<file path="src/rtl/bin_dec_pkg.sv">
// Shared types and constants for the sequential binary-to-BCD converter.
package bin_dec_pkg;

   localparam int unsigned BIN_W = 10;
   localparam int unsigned DIG_W = 4;

   localparam logic [BIN_W-1:0] C_HUND = BIN_W'(100);
   localparam logic [BIN_W-1:0] C_TENS = BIN_W'(10);
   localparam logic [BIN_W-1:0] C_MAX  = BIN_W'(999);

   typedef enum logic [1:0] {
      IDLE = 2'd0,
      HUND = 2'd1,
      TENS = 2'd2,
      FIN  = 2'd3
   } state_e;

endpackage

</file>
<file path="src/rtl/bin_dec_step.sv">
// Compare-and-subtract step shared by the hundreds and tens phases.
module bin_dec_step
   import bin_dec_pkg::*;
(
   input  logic [BIN_W-1:0] rem_i,
   input  logic             sel_hund_i,
   output logic             ge_c,
   output logic [BIN_W-1:0] diff_c
);

   logic [BIN_W-1:0] k_c;

   always_comb begin
      k_c    = sel_hund_i ? C_HUND : C_TENS;
      ge_c   = (rem_i >= k_c);
      diff_c = rem_i - k_c;
   end

endmodule

</file>
<file path="src/rtl/bin_dec_seq.sv">
// Sequential binary-to-BCD converter (repeated subtraction of 100 then 10).
// Optional input saturation at 999 with an overflow flag: BIN_DEC_SEQ_SAT_EN.
module bin_dec_seq
   import bin_dec_pkg::*;
(
   input  logic             CLK,
   input  logic             RESET_N,
   input  logic             START,
   input  logic [BIN_W-1:0] BIN_IN,
   output logic             BUSY,
   output logic             DONE,
   output logic [DIG_W-1:0] DEC_HUND,
   output logic [DIG_W-1:0] DEC_TENS,
   output logic [DIG_W-1:0] DEC_ONES,
   output logic             OVF
);

   state_e           state_q, state_d;
   logic [BIN_W-1:0] rem_q, rem_d;
   logic [DIG_W-1:0] hund_q, hund_d;
   logic [DIG_W-1:0] tens_q, tens_d;
   logic             ovf_pend_q, ovf_pend_d;
   logic [DIG_W-1:0] dec_hund_q, dec_hund_d;
   logic [DIG_W-1:0] dec_tens_q, dec_tens_d;
   logic [DIG_W-1:0] dec_ones_q, dec_ones_d;
   logic             ovf_q, ovf_d;
   logic             busy_q, busy_d;
   logic             done_q, done_d;

   logic             sat_c;
   logic             ge_c;
   logic [BIN_W-1:0] diff_c;

   bin_dec_step u_step (
      .rem_i      (rem_q),
      .sel_hund_i (state_q == HUND),
      .ge_c       (ge_c),
      .diff_c     (diff_c)
   );

   always_comb begin
`ifdef BIN_DEC_SEQ_SAT_EN
      sat_c = (BIN_IN > C_MAX);
`else
      sat_c = 1'b0;
`endif
   end

   always_ff @(posedge CLK) begin
      if (!RESET_N) begin
         state_q    <= IDLE;
         rem_q      <= '0;
         hund_q     <= '0;
         tens_q     <= '0;
         ovf_pend_q <= 1'b0;
         dec_hund_q <= '0;
         dec_tens_q <= '0;
         dec_ones_q <= '0;
         ovf_q      <= 1'b0;
         busy_q     <= 1'b0;
         done_q     <= 1'b0;
      end else begin
         state_q    <= state_d;
         rem_q      <= rem_d;
         hund_q     <= hund_d;
         tens_q     <= tens_d;
         ovf_pend_q <= ovf_pend_d;
         dec_hund_q <= dec_hund_d;
         dec_tens_q <= dec_tens_d;
         dec_ones_q <= dec_ones_d;
         ovf_q      <= ovf_d;
         busy_q     <= busy_d;
         done_q     <= done_d;
      end
   end

   // Digits are published only on entry to FIN, so DONE and DEC_* change together.
   always_comb begin
      state_d    = state_q;
      rem_d      = rem_q;
      hund_d     = hund_q;
      tens_d     = tens_q;
      ovf_pend_d = ovf_pend_q;
      dec_hund_d = dec_hund_q;
      dec_tens_d = dec_tens_q;
      dec_ones_d = dec_ones_q;
      ovf_d      = ovf_q;
      done_d     = 1'b0;

      case (state_q)
         IDLE: begin
            if (START) begin
               rem_d      = sat_c ? C_MAX : BIN_IN;
               hund_d     = '0;
               tens_d     = '0;
               ovf_pend_d = sat_c;
               state_d    = HUND;
            end
         end
         HUND: begin
            if (ge_c) begin
               rem_d  = diff_c;
               hund_d = hund_q + DIG_W'(1);
            end else begin
               state_d = TENS;
            end
         end
         TENS: begin
            if (ge_c) begin
               rem_d  = diff_c;
               tens_d = tens_q + DIG_W'(1);
            end else begin
               dec_hund_d = hund_q;
               dec_tens_d = tens_q;
               dec_ones_d = rem_q[DIG_W-1:0];
               ovf_d      = ovf_pend_q;
               done_d     = 1'b1;
               state_d    = FIN;
            end
         end
         FIN: begin
            state_d = IDLE;
         end
         default: begin
            state_d = IDLE;
         end
      endcase

      busy_d = (state_d != IDLE);
   end

   assign BUSY     = busy_q;
   assign DONE     = done_q;
   assign DEC_HUND = dec_hund_q;
   assign DEC_TENS = dec_tens_q;
   assign DEC_ONES = dec_ones_q;
   assign OVF      = ovf_q;

endmodule

</file>
<file path="config.mk">
export PLATFORM = sky130hd
export DESIGN_NAME = bin_dec_seq
export DESIGN_NICKNAME = d
export VERILOG_FILES = /design/src/rtl/bin_dec_pkg.sv /design/src/rtl/bin_dec_step.sv /design/src/rtl/bin_dec_seq.sv
export SDC_FILE = /design/constraint.sdc
export NUM_CORES = 1
export LEC_CHECK = 0
export CORE_ASPECT_RATIO = 0.7
export CORE_MARGIN = 1.5
export CORE_UTILIZATION = 45
export DETAILED_ROUTE_END_ITERATION = 12
export GPL_ROUTABILITY_DRIVEN = 0
export PLACE_DENSITY = 0.68
export SLEW_MARGIN = 20
export SYNTH_ARGS = -nofsm -noshare
export SYNTH_HDL_FRONTEND = slang
export SYNTH_HIERARCHICAL = 1
export SYNTH_SLANG_ARGS = --single-unit
export TNS_END_PERCENT = 50
</file>
<file path="constraint.sdc">
create_clock -name CLK -period 3.94 [get_ports CLK]
set_input_delay 0.788 -clock CLK [delete_from_list [all_inputs] [get_ports CLK]]
set_output_delay 0.788 -clock CLK [all_outputs]
set_load 0.01 [all_outputs]
</file>
==> summary.txt, run 1 <==
Routing
  • DRT iter0 DRCs: 106
  • Avg WL per Cell: 14.2 µm
  • Top routing layer in use: met4
  • Vias per cell: 5.62
  • DRC viols: 0
  • Via count: 1,811
  • Post-route ant nets: 0
  • DRT Pass-1 Iters: 4
  • Met1 WL: 2430 µm
  • Detailed Route WL: 4580 µm
  • Met2 Wirelength: 1860 µm
  • Met3 WL: 255 µm

Synth
  • Post-synth EDFFs: 0
  • Ys async rst share: 0
  • Sequential fraction of the synthesis area: 0.333
  • Cell count after synthesis: 252
  • Most common cell in the netlist: dfxtp_1
  • Synthesis Warnings: 6
  • Syn nets: 278
  • Cell Area, Synth: 0.00205 mm²
  • Largest area contributor in the netlist: dfxtp_1
  • Main synth FF type: dfxtp_1
  • Yosys reg bits: 34
  • Yosys top cell area share: 0.333
  • Post-synth top cells: 34 x dfxtp_1, 31 x nand2_1, 23 x a21oi_1
  • Avg Inst Size Synth: 8.12 µm²
  • Yosys cell types: 44
  • Area contributors post-synth: dfxtp_1 33%, ha_1 7.3%, nand2_1 5.7%

Clocking
  • Skew-Pair Late Insertion Delay: 280 ps
  • Root buffer cell: clkbuf_8
  • Hold buffers post-CTS: 0
  • CTS Buf Count: 5
  • Clk buf depth: 2
  • H-tree depth: 2
  • Post-CTS Resized: 0
  • CTS Sinks: 34
  • CTS tree: done
  • Setup Buffers After CTS: 0
  • Worst-path clk slew: 70 ps

Power and ir drop
  • Peak VDD IR: 0.000383 V
  • PD cells: 823 mW/mm²
  • Pwr Total: 2.00 mW
  • P_leak: 0.902 nW

Layout
  • Share of cells above drive strength 1: 0.0974
  • Antenna Cells: 0
  • Area growth syn-to-layout: 18.6%
  • Cell area after layout: 0.00243 mm²
  • Nets: 292

Setup path
  • Buf/Inv on CP: 4
  • CP endpoint kind: flip-flop
  • Most frequent CP cell: inv_1
  • Crit-path slowest cell: or4_1
  • Critical path's top delay family: compound AO/OA/AOI/OAI gates
  • CP required: 4160 ps
  • Worst-path cell chain: inv_1 -> ha_1 -> inv_1 -> ha_1 -> inv_1 -> o311ai_0 -> a21oi_1 -> o31ai_1 -> buf_4 -> mux2i_1 -> or4_1 -> a21oi_1
  • Max stage delay on crit path: 500 ps
  • Worst Path Arrival: 3630 ps
  • Crit path kind: reg -> reg
  • Worst setup SP type: flip-flop
  • Worst-path fanout max: 15

Die
  • Starting Density: 0.470
  • Placeable core area: 0.00435 mm²
  • Die X: 83.6 µm
  • Die ar.: 0.00497 mm²
  • Core Rows: 20
  • DIE HEIGHT: 59.4 µm
  • Num ports: 28

STA
  • Total negative slack: 0 ps
  • F_max: 293 MHz
  • RSZ-0062 raised after global routing: no
  • Final Hold Viols: 0
  • Worst-margin pin slew: 917 ps
  • Final setup viols: 0
  • Final period utilization: 0.865
  • Max Slew Vio Count: 0
  • Min cycle time layout: 3410 ps
  • Hold Worst Slack: 455 ps
  • Slew Limit Headroom: 0.388
  • Clk_skew: 4.42 ps

Placement
  • Placed inst area: 0.00228 mm²
  • Detailed placement HPWL: 3250 µm
  • Port buffer count: 26

Global routing
  • Largest net degree at the start of global routing: 30
  • First-pass GRT wire length: 7710 µm
  • Vias in the first global route: 1,604
  • Initial antenna violation count: 0
  • Total track usage: 0.196
  • GRT Residual Overflow: 0

Hold path
  • Hold Crit Class: reg -> reg

Run
  • MaxCap Viol Count: 0

Status
  • Outcome: complete, no violations
[flip-flops by register name, summed over array words and instances, names as in the netlist]
signal / cells
BUSY: 1
DEC_HUND: 4
DEC_ONES: 4
DEC_TENS: 4
DONE: 1
hund_q: 4
rem_q: 10
state_q: 2
tens_q: 4
[power by group]
| part | switching, mW | internal [mW] |
|---|---|---|
| registers | 0.0658 | 0.410 |
| clock network | 0.127 | 0.270 |
| logic | 0.635 | 0.490 |
[kinds of logic (layout without fill, tap and decap cells)]
group / count (synthesis) / count (layout) / synth area share
AO/OA/AOI/OAI: 61 / 61 / 0.190
XOR/XNOR: 4 / 4 / 0.0171
adder cells (fa/ha/maj): 13 / 13 / 0.0831
buffers and inverters: 36 / 51 / 0.0831
flip-flops: 34 / 34 / 0.333
multiplexers: 12 / 12 / 0.0648
other: 1 / 1 / 0.00183
AND/OR/NAND/NOR: 91 / 91 / 0.227
[through the flow]
stage | cells | utilization | worst slack (ps)
finish | 322 | 0.557 | 533
global route | 322 | 0.557 | 281
CTS | 322 | 0.557 | 520
detailed placement | 314 | 0.525 | 540
global placement | 314 | 0.525 | 855
floorplan | 252 | - | 1140
[cell usage in the layout (no fill, tap or decap), types with 8 or more instances in the layout]
| master | instances |
|---|---|
| a21oi_1 | 23 |
| a31oi_1 | 11 |
| clkdlybuf4s50_1 | 26 |
| dfxtp_1 | 34 |
| ha_1 | 12 |
| inv_1 | 12 |
| mux2_2 | 10 |
| nand2_1 | 31 |
| nor2_1 | 8 |
| nor3_1 | 12 |
| nor4_1 | 10 |
| o21ai_0 | 8 |
[worst register-to-register path: stages (launching register included)]
cell,delay [ps]
dfxtp_1,330
inv_1,160
ha_1,450
inv_1,200
ha_1,310
inv_1,50
o311ai_0,440
a21oi_1,140
o31ai_1,200
buf_4,230
mux2i_1,180
or4_1,500
a21oi_1,150
[final cells by class]
cell class,instances,area (µm²)
fillers,424,1930
multi-input cells,182,1200
flip-flops and latches,34,681
repair buffers,30,290
clock buffers,6,82.6
well taps,55,68.8
clock inverters,2,60.1
inverters,13,48.8
[layer usage]
metal  vias to the layer above  global-route usage
met5                         -                   0
met3                         4              0.0487
li1                        932                   -
met1                       815               0.282
met2                        60               0.291
met4                         0              0.0539
[worst paths after layout]
check / cells after the start / to / from / slack [ps]
max: 12 / hund_q[3] / state_q[1] / 530
min: 2 / DEC_ONES[3] / DEC_ONES[3] / 450
max reg2reg: 12 / hund_q[3] / state_q[1] / 530
min reg2reg: 2 / DEC_ONES[3] / DEC_ONES[3] / 450
Power figures use the tool's default switching activity.
==> run 2: changes to the inputs <==
- CTS_CLUSTER_DIAMETER: unset -> 100
==> results of run 2 <==
The final DEF is identical to that of run 1; final timing and power are the same.
